[config.mk]
export PLATFORM = sky130hd
export DESIGN_NAME = cordic_pipe_ctrl
export DESIGN_NICKNAME = d
export VERILOG_FILES = /design/src/rtl/cordic_pkg.sv /design/src/rtl/cordic_res_fifo.sv /design/src/rtl/cordic_pipe_ctrl.sv
export SDC_FILE = /design/constraint.sdc
export NUM_CORES = 1
export LEC_CHECK = 0
export CORE_AREA = 2 2 156 158
export DETAILED_ROUTE_END_ITERATION = 10
export DIE_AREA = 0 0 158 160
export GPL_ROUTABILITY_DRIVEN = 1
export PLACE_DENSITY = 0.8
export SKIP_LAST_GASP = 1
export SLEW_MARGIN = 20
export SYNTH_ARGS = -nofsm -noshare
export SYNTH_HDL_FRONTEND = slang
export SYNTH_SLANG_ARGS = --single-unit
[constraint.sdc]
create_clock -name clk -period 6.4 [get_ports clk]
set_input_delay 1.28 -clock clk [delete_from_list [all_inputs] [get_ports clk]]
set_output_delay 1.28 -clock clk [all_outputs]
set_load 0.02 [all_outputs]
[src/rtl/cordic_pkg.sv]
// Shared widths, bundles and helpers for the CORDIC pipe controller.
// Everything in the controller and its result FIFO is sized from here.
package cordic_pkg;

  localparam int DEF_W     = 16;
  localparam int DEF_IDX_W = 11;
  localparam int DEF_LAT   = 8;
  localparam int DEF_TAG_W = 4;
  localparam int DEF_DEPTH = 4;

  typedef struct packed {
    logic [DEF_W-1:0]     xm;
    logic [DEF_W-1:0]     ym;
    logic [DEF_TAG_W-1:0] tag;
  } res_t;

  typedef struct packed {
    logic [DEF_W-1:0]     xm;
    logic [DEF_W-1:0]     ym;
    logic [DEF_W-1:0]     xr;
    logic [DEF_W-1:0]     yr;
    logic [DEF_IDX_W-1:0] index;
    logic [DEF_TAG_W-1:0] tag;
  } op_t;

  function automatic int cred_w(input int depth);
    return $clog2(depth + 1);
  endfunction

endpackage

[src/rtl/cordic_res_fifo.sv]
// First-word fall-through result FIFO with modulo-DEPTH pointers.
// DEPTH need not be a power of two.
module cordic_res_fifo
  import cordic_pkg::*;
#(
  parameter int DEPTH = DEF_DEPTH,
  parameter int CW    = cred_w(DEPTH)
) (
  input  logic          clk,
  input  logic          reset,
  input  logic          clr,
  input  logic          push,
  input  res_t          din,
  input  logic          pop,
  output res_t          dout,
  output logic          full,
  output logic          empty,
  output logic [CW-1:0] count
);

  localparam int PW = $clog2(DEPTH);

  res_t          mem_q [DEPTH];
  logic [PW-1:0] rd_q, rd_d;
  logic [PW-1:0] wr_q, wr_d;
  logic [CW-1:0] cnt_q, cnt_d;
  logic          do_push;
  logic          do_pop;

  function automatic logic [PW-1:0] inc(input logic [PW-1:0] p);
    return (p == PW'(DEPTH - 1)) ? '0 : p + PW'(1);
  endfunction

  assign full    = (cnt_q == CW'(DEPTH));
  assign empty   = (cnt_q == '0);
  assign count   = cnt_q;
  assign dout    = mem_q[rd_q];
  assign do_push = push && !full;
  assign do_pop  = pop && !empty;

  always_comb begin
    rd_d  = rd_q;
    wr_d  = wr_q;
    cnt_d = cnt_q;
    if (do_push) wr_d = inc(wr_q);
    if (do_pop)  rd_d = inc(rd_q);
    unique case ({do_push, do_pop})
      2'b10:   cnt_d = cnt_q + CW'(1);
      2'b01:   cnt_d = cnt_q - CW'(1);
      default: cnt_d = cnt_q;
    endcase
    if (clr) begin
      rd_d  = '0;
      wr_d  = '0;
      cnt_d = '0;
    end
  end

  always_ff @(posedge clk or negedge reset) begin
    if (!reset) begin
      rd_q  <= '0;
      wr_q  <= '0;
      cnt_q <= '0;
    end else begin
      rd_q  <= rd_d;
      wr_q  <= wr_d;
      cnt_q <= cnt_d;
    end
  end

  // Storage needs no reset: the head is only meaningful when !empty.
  always_ff @(posedge clk) begin
    if (do_push) mem_q[wr_q] <= din;
  end

endmodule

[src/rtl/cordic_pipe_ctrl.sv]
// Issue, tracking-line and credit control around a fixed-latency CORDIC pipe.
// Credits bound pipe + FIFO occupancy, so the pipe never needs to stall.
module cordic_pipe_ctrl
  import cordic_pkg::*;
#(
  parameter int W     = DEF_W,
  parameter int IDX_W = DEF_IDX_W,
  parameter int LAT   = DEF_LAT,
  parameter int DEPTH = DEF_DEPTH,
  parameter int TAG_W = DEF_TAG_W
) (
  input  logic                         clk,
  input  logic                         reset,
  input  logic                         clr,
  input  logic                         in_valid,
  output logic                         in_ready,
  input  logic [W-1:0]                 in_xm,
  input  logic [W-1:0]                 in_ym,
  input  logic [W-1:0]                 in_xr,
  input  logic [W-1:0]                 in_yr,
  input  logic [IDX_W-1:0]             in_index,
  input  logic [TAG_W-1:0]             in_tag,
  output logic                         pipe_issue,
  output logic [W-1:0]                 pipe_xm,
  output logic [W-1:0]                 pipe_ym,
  output logic [W-1:0]                 pipe_xr,
  output logic [W-1:0]                 pipe_yr,
  output logic [IDX_W-1:0]             pipe_index,
  input  logic [W-1:0]                 pipe_res_xm,
  input  logic [W-1:0]                 pipe_res_ym,
  output logic                         out_valid,
  input  logic                         out_ready,
  output logic [W-1:0]                 out_xm,
  output logic [W-1:0]                 out_ym,
  output logic [TAG_W-1:0]             out_tag,
  output logic [$clog2(DEPTH+1)-1:0]   inflight
);

  localparam int CW = cred_w(DEPTH);

  op_t              op_q, op_d;
  logic             iss_q, iss_d;
  logic [LAT-1:0]   vld_q, vld_d;
  logic [TAG_W-1:0] tag_q [LAT];
  logic [TAG_W-1:0] tag_d [LAT];
  logic [CW-1:0]    cred_q, cred_d;

  logic             accept;
  logic             pop;
  logic             push;
  logic             empty;
  logic             full;
  logic [CW-1:0]    count;
  logic             unused_fifo;
  res_t             wr_res;
  res_t             head;

  assign in_ready = reset && (cred_q != '0) && !clr;
  assign accept   = in_valid && in_ready;
  assign out_valid = !empty;
  assign pop      = out_valid && out_ready && !clr;
  assign push     = vld_q[LAT-1] && !clr;

  assign wr_res.xm  = pipe_res_xm;
  assign wr_res.ym  = pipe_res_ym;
  assign wr_res.tag = tag_q[LAT-1];

  always_comb begin
    op_d  = op_q;
    iss_d = 1'b0;
    if (accept) begin
      op_d.xm    = in_xm;
      op_d.ym    = in_ym;
      op_d.xr    = in_xr;
      op_d.yr    = in_yr;
      op_d.index = in_index;
      op_d.tag   = in_tag;
      iss_d      = 1'b1;
    end
    vld_d[0] = iss_q;
    tag_d[0] = op_q.tag;
    for (int i = 1; i < LAT; i++) begin
      vld_d[i] = vld_q[i-1];
      tag_d[i] = tag_q[i-1];
    end
    // Dropping valid bits is enough to discard stale pipe results.
    if (clr) begin
      vld_d = '0;
      iss_d = 1'b0;
    end
    cred_d = cred_q;
    unique case (1'b1)
      clr:            cred_d = CW'(DEPTH);
      accept && !pop: cred_d = cred_q - CW'(1);
      pop && !accept: cred_d = cred_q + CW'(1);
      default:        cred_d = cred_q;
    endcase
  end

  always_ff @(posedge clk or negedge reset) begin
    if (!reset) begin
      op_q   <= '0;
      iss_q  <= 1'b0;
      vld_q  <= '0;
      cred_q <= CW'(DEPTH);
      for (int i = 0; i < LAT; i++) tag_q[i] <= '0;
    end else begin
      op_q   <= op_d;
      iss_q  <= iss_d;
      vld_q  <= vld_d;
      cred_q <= cred_d;
      for (int i = 0; i < LAT; i++) tag_q[i] <= tag_d[i];
    end
  end

  cordic_res_fifo #(
    .DEPTH (DEPTH),
    .CW    (CW)
  ) u_fifo (
    .clk   (clk),
    .reset (reset),
    .clr   (clr),
    .push  (push),
    .din   (wr_res),
    .pop   (pop),
    .dout  (head),
    .full  (full),
    .empty (empty),
    .count (count)
  );

  assign unused_fifo = ^{full, count};

  assign pipe_issue = iss_q;
  assign pipe_xm    = op_q.xm;
  assign pipe_ym    = op_q.ym;
  assign pipe_xr    = op_q.xr;
  assign pipe_yr    = op_q.yr;
  assign pipe_index = op_q.index;
  assign out_xm     = head.xm;
  assign out_ym     = head.ym;
  assign out_tag    = head.tag;
  assign inflight   = CW'(DEPTH) - cred_q;

endmodule

# --- Word-level counts from Yosys, hierarchy flattened ---
# Memory sizes are Yosys's and may differ from the RTL's.
# Cells that the tools add are included.
# Widths: inputs -> output; s select.
word_totals:
  word_cells: 68
  memories: 1
  ramBits: 144
  register_bits: 130
classes:
  mux: 14
  eq_ne: 5
  n_reduce_logical: 21
  n_addsub: 7
memory_table:
  columns: ["memory", "words", "word_bits", "read_ports", "rd_ports_with_merged_regs", "wr", "line_no", "source"]
  rows:
  - ["u_fifo.mem_q", 4, 36, 1, 0, 1, "cordic_res_fifo.sv:23", "res_t mem_q [DEPTH];"]
ops:
  columns: ["cell", "n"]
  rows:
  - ["$mux 2", 6]
  - ["$logic_and 1x1->1", 10]
  - ["$pmux 3 s3", 1]
  - ["$reduce_bool 3->1", 3]
  - ["$mux 8", 1]
  - ["$add 3x1->3 const B", 2]
  - ["$eq 2x2->1 const B", 3]
  - ["$pmux 3 s2", 1]
  - ["$sub 3x1->3 const B", 2]
  - ["$logic_not 1->1", 5]
  - ["$add 2x1->2 const B", 2]
  - ["$mux 1", 4]
  - ["$reduce_bool 2->1", 2]
  - ["$eq 3x3->1 const B", 1]
  - ["$logic_not 3->1", 1]
  - ["$mux 3", 1]
  - ["$sub 3x3->3 const A", 1]
  - ["$eq 2x1->1 const B", 1]

# --- Depth between registers and ports, before layout ---
depth:
  word_depth: 8
  mapped_depth: 14
  ltp_nobuf: 12

# --- Hierarchy ---
# Synthesis repeated with hierarchy kept, for this count alone.
hier_totals:
  hier_cells: 580
  area_unflattened_um2: 11096.9
by_module_without_submodules:
  columns: ["mod", "seq_area_each_um2", "instances", "cells_each", "area_per_inst_um2"]
  rows:
  - ["cordic_res_fifo", 4499.3, 1, 253, 5810.6]
  - ["cordic_pipe_ctrl", 3079.2, 1, 327, 5286.3]

# --- Least setup slack after synthesis ---
# OpenSTA, ideal clock, no wires.
synth_path:
  path_kind: "in2reg"
  start: "in clr"
  end: "reg cred_q[1]"
  arrival_ns: 3.033
  cell_stages: 10
  path_buffers: 2
  path_slack_ns: 3.226
  cell_sequence: "nor3b_2 -> and2_1 -> buf_4 -> buf_6 -> inv_1 -> ha_1 -> inv_1 -> fa_1 -> nand2b_1 -> o21ai_0"
synth_via:
  elab_chain_len: 6
synth_rtl:
  columns: ["item", "line_no", "source"]
  rows:
  - ["start: declaration", "cordic_pipe_ctrl.sv:14", "input logic clr,"]
  - ["$logic_not 1->1 (*)", "cordic_pipe_ctrl.sv:58", "assign in_ready = reset && (cred_q != '0) && !clr;"]
  - ["$logic_and 1x1->1 (*)", "cordic_pipe_ctrl.sv:58", null]
  - ["$logic_and 1x1->1 (*)", "cordic_pipe_ctrl.sv:59", "assign accept = in_valid && in_ready;"]
  - ["net accept", "cordic_pipe_ctrl.sv:48", "logic accept;"]
  - ["$logic_not 1->1", "cordic_pipe_ctrl.sv:95", "pop && !accept: cred_d = cred_q + CW'(1);"]
  - ["$logic_and 1x1->1", "cordic_pipe_ctrl.sv:95", null]
  - ["$pmux 3 s3 or $reduce_bool 3->1 (tied branches)", null, null]
  - ["end signal: assignment", "cordic_pipe_ctrl.sv:105", "cred_q <= CW'(DEPTH);"]
  - ["end signal: assignment", "cordic_pipe_ctrl.sv:111", "cred_q <= cred_d;"]
  - ["end: declaration", "cordic_pipe_ctrl.sv:46", "logic [CW-1:0] cred_q, cred_d;"]
# Mark *: on every way through the listed nets, which the timed path passes. The rest lies on a longest branch.
# A chain may end at the register's enable or synchronous reset.

# --- Worst setup path in the final report ---
layout_path:
  start: "in clr"
  end: "out in_ready"
layout_via:
  elab_chain_len: 2
layout_rtl:
  columns: ["item", "line_no", "source"]
  rows:
  - ["$logic_not 1->1", "cordic_pipe_ctrl.sv:58", null]
  - ["$logic_and 1x1->1", "cordic_pipe_ctrl.sv:58", null]
  - ["end: declaration", "cordic_pipe_ctrl.sv:16", "output logic in_ready,"]
# Every way passes these cells.

==> flow_summary.yaml <==
status:
  status: "finished, final reports clean"
place:
  place.detailed.hpwl_um: 13200
  post-place-ws_ps: 1990
  dpl_cell_area_sq_um: 12700
  gp_congestion: 0.713
  buffer_ports.inserted: 232
clocking:
  cts_tree: "done"
  clock-root-buffer: "clkbuf_16"
  cts.path.max_buffers: 3
  insertion_delay_to_the_later_sink_of_the_worst_skew_pair_ps: 530
  number_of_h_tree_branching_levels: 1
  post_cts.resized_instances: 0
  cts_made_buffers: 27
  cts_post_setup_buffers_inserted: 0
  worst_setup_hold_path_clk_slew_ps: 60
  ctsHoldBuffers: 0
  clock_sink_count: 274
global_route:
  grt-ovfl-total: 0
  grt_start_max_net_pins: 80
  global_route_wire_length_before_repair_um: 31900
  grt_antenna_before_repair: 1
  global_route.usage.total_pct: 16.4
  grt_pass1_vias: 5875
final_layout:
  area_growth_syn_to_layout_pct: 27.2
  regArea_sq_um: 7580
  multi_input_combinational_cell_area_sq_um: 2340
  layout.cell_area.non_filler_sq_um: 13600
  layout-drive-gt1-share_pct: 21.1
  fillers: 1859
  nets_finish: 872
pwr:
  share_seq_of_total_power_pct: 49.1
  power.share.clock_pct: 36.6
  sw_ratio_pct: 23.4
  switchingPower_mw: 1.00
  power_report.internal_total_mw: 3.28
  comb_power_share_pct: 14.3
  cellPowerDensity_nw_per_um2: 315
  p_leak_nw: 4.99
  ir_drop_mv: 0.243
sta:
  timing.final.ws_setup_ps: 2020
  maxSlewViolCount: 0
  fin_crit_sh_pct: 68.5
  clock-skew-final_ps: 9.77
  timing_worst_slew_pin_value_ps: 1040
  final.min_clock_period_ps: 4380
  setup_viol: 0
  timing.fmax_ghz: 0.228
  setup_tns_ps: 0
  setup_repair_after_global_routing_missed_its_margin: "no"
  maxSlewHeadroom_pct: 30.8
  hold_viol_final: 0
floorplanning:
  starting_density_of_the_core_pct: 45.0
  pin_count: 233
  core_sq_um: 23800
  fp.dieW_um: 158
  placement_rows: 57
  die_height_um: 160
  die-area_sq_um: 25300
routing:
  vias_per_cell: 4.93
  wire_length_after_detailed_routing_um: 20300
  drtAntennaViolNets: 0
  route.vias.total: 5383
  total_drc_errors_in_the_routed_layout: 0
  initialDrtViolationCount: 205
  avg_wl_per_cell_um: 18.6
  drt_pass1_iterations: 6
synth:
  yosys_warnings: 0
  synth_cells: 581
  synth.net_count: 708
  synth-seq-cells: 274
  ys_seq_area_share_pct: 70.8
  ys_types: 43
  synth_top_flop_cell: "edfxtp_1"
  asyncSetResetFlopFracSynth_pct: 47.4
  syn_area_per_cell_sq_um: 18.4
  number_of_enable_type_register_cells_in_the_synthesized_netlist: 144
  post_synth_instance_area_sq_um: 10700
hold_path:
  worst_hold_path_type: "reg2reg"
critical_path:
  cp_data_required_time_ps: 5120
  cp-end-kind: "output pin"
  cp_max_fo: 22
  timing.critical_path.cells: "clkdlybuf4s50_1 -> nor3b_2 -> clkdlybuf4s50_1"
  kind_of_start_point_of_the_critical_path: "primary input"
  critical-path-slowest-cell: "clkdlybuf4s50_1"
  critical_path_arrival_ps: 3100
  cpPeakStageDelay_ps: 770
  setup.worst_path.class: "in2out"
  cpMostUsedCell: "clkdlybuf4s50_1"
job:
  max_cap_viol_count: 0
[routing by layer]
metal	vias to the layer above	share of wire (%)	global-route usage [%]
met5	-	0	0
met4	0	1.8	4.30
met3	29	11	6.46
met2	241	49	27.1
met1	2716	38	20.1
li1	2397	-	-
[worst max-delay path: cells and delay by family]
family / cells / cell delay, ps
buf+inv: 2 / 1440
simple gates: 1 / 380
[logic make-up after synthesis]
family          Yosys count  share of synthesized area [%]
flops                   274                           70.8
mux                     116                           16.0
buf+inv                 112                           7.48
simple gates             47                           2.83
compound gates           19                           1.36
fa+ha+maj                11                           1.43
xor+xnor                  2                          0.164
[power groups by stage]
stage               clock (mW)  combinational [mW]  sequential (mW)
floorplan                    0               0.431             2.11
finish                    1.57               0.613             2.11
global placement             0               0.609             2.13
detailed placement           0               0.616             2.14
global route              1.69               0.648             2.13
CTS                       1.62               0.620             2.11
[path summary, 6_finish.rpt]
kind	cells after the start	startpoint	slack [ps]	end
worst max-delay path	3	clr	2020	in_ready
worst min-delay path	0	tag_d[11]$_DFF_PN0_	350	tag_d[7]$_DFF_PN0_
worst max register to register	7	cred_q[0]$_DFFE_PN0P_	3730	pipe_index[3]$_DFFE_PN0P_
worst min register to register	0	tag_d[11]$_DFF_PN0_	350	tag_d[7]$_DFF_PN0_
max in group asynchronous	2	reset	4390	tag_d[0]$_DFF_PN0_
min in group asynchronous	1	reset	690	pipe_xm[2]$_DFFE_PN0P_
[synth_stat cells, types with 2 or more instances]
library cell	number	share of area, %
and2_1	7	0.41
xor2_1	2	0.16
dfrtp_1	129	30
nor2b_1	9	0.53
nand2_1	3	0.11
nand2b_1	7	0.41
nand3b_1	3	0.21
o22ai_1	2	0.12
nor3_1	2	0.093
inv_1	12	0.42
mux4_2	36	7.6
or3_1	2	0.12
mux2_2	64	6.7
buf_2	7	0.33
a21oi_1	5	0.23
buf_6	10	1.1
ha_1	9	1.1
edfxtp_1	144	40
fa_1	2	0.37
nor2_1	6	0.21
buf_1	2	0.070
mux2_1	16	1.7
clkbuf_1	2	0.070
buf_4	79	5.5
o21ai_0	3	0.14
[flip-flops by register name (all words and copies together) (netlist names)]
| signal | count |
|---|---|
| pipe_ym | 16 |
| pipe_yr | 16 |
| tag_d | 28 |
| pipe_xr | 16 |
| pipe_xm | 16 |
| cred_q | 3 |
| u_fifo.rd_q | 2 |
| vld_q | 8 |
| pipe_issue | 1 |
| pipe_index | 11 |
| u_fifo.count | 3 |
| op_q | 4 |
| u_fifo.wr_q | 2 |
| tag_q | 4 |
| u_fifo.mem_q | 144 |
[area by class of cell]
| class | instances | share of cell area (%) |
|---|---|---|
| Antenna cell | 1 | 0.0184 |
| Clock buffer | 42 | 5.96 |
| Clock inverter | 8 | 0.671 |
| Inverter | 12 | 0.331 |
| Multi-Input combinational cell | 195 | 17.2 |
| Sequential cell | 274 | 55.7 |
| Tap cell | 324 | 2.98 |
| Timing Repair Buffer | 235 | 17.2 |
[through the flow]
step / utilization (%) / hold slack (ps) / instances / total power, mW
5_1_grt: 57.2 / 353 / 1090 / 4.46
2_1_floorplan: - / 331 / 581 / 2.54
6_report: 57.2 / 346 / 1091 / 4.29
4_1_cts: 57.2 / 349 / 1090 / 4.34
3_5_place_dp: 53.4 / 335 / 1040 / 2.76
3_3_place_gp: 53.4 / 331 / 1040 / 2.74
[cell usage in the layout, fill, tap and decap left out, drive strengths merged, types with 2 or more instances in the layout]
| cell type | instances |
|---|---|
| clkbuf | 42 |
| nand3b | 3 |
| o22ai | 2 |
| clkdlybuf4s50 | 231 |
| nor3 | 2 |
| or3 | 3 |
| clkinv | 5 |
| edfxtp | 144 |
| buf | 4 |
| dfrtp | 129 |
| mux4 | 36 |
| xor2 | 2 |
| mux2 | 80 |
| o21ai | 3 |
| and2 | 7 |
| nor2b | 9 |
| ha | 9 |
| nand2 | 3 |
| inv | 14 |
| nor3b | 3 |
| fa | 2 |
| nor2 | 6 |
| a2111oi | 2 |
| a21oi | 5 |
| nand2b | 8 |
(Power assumes the default switching activity.)
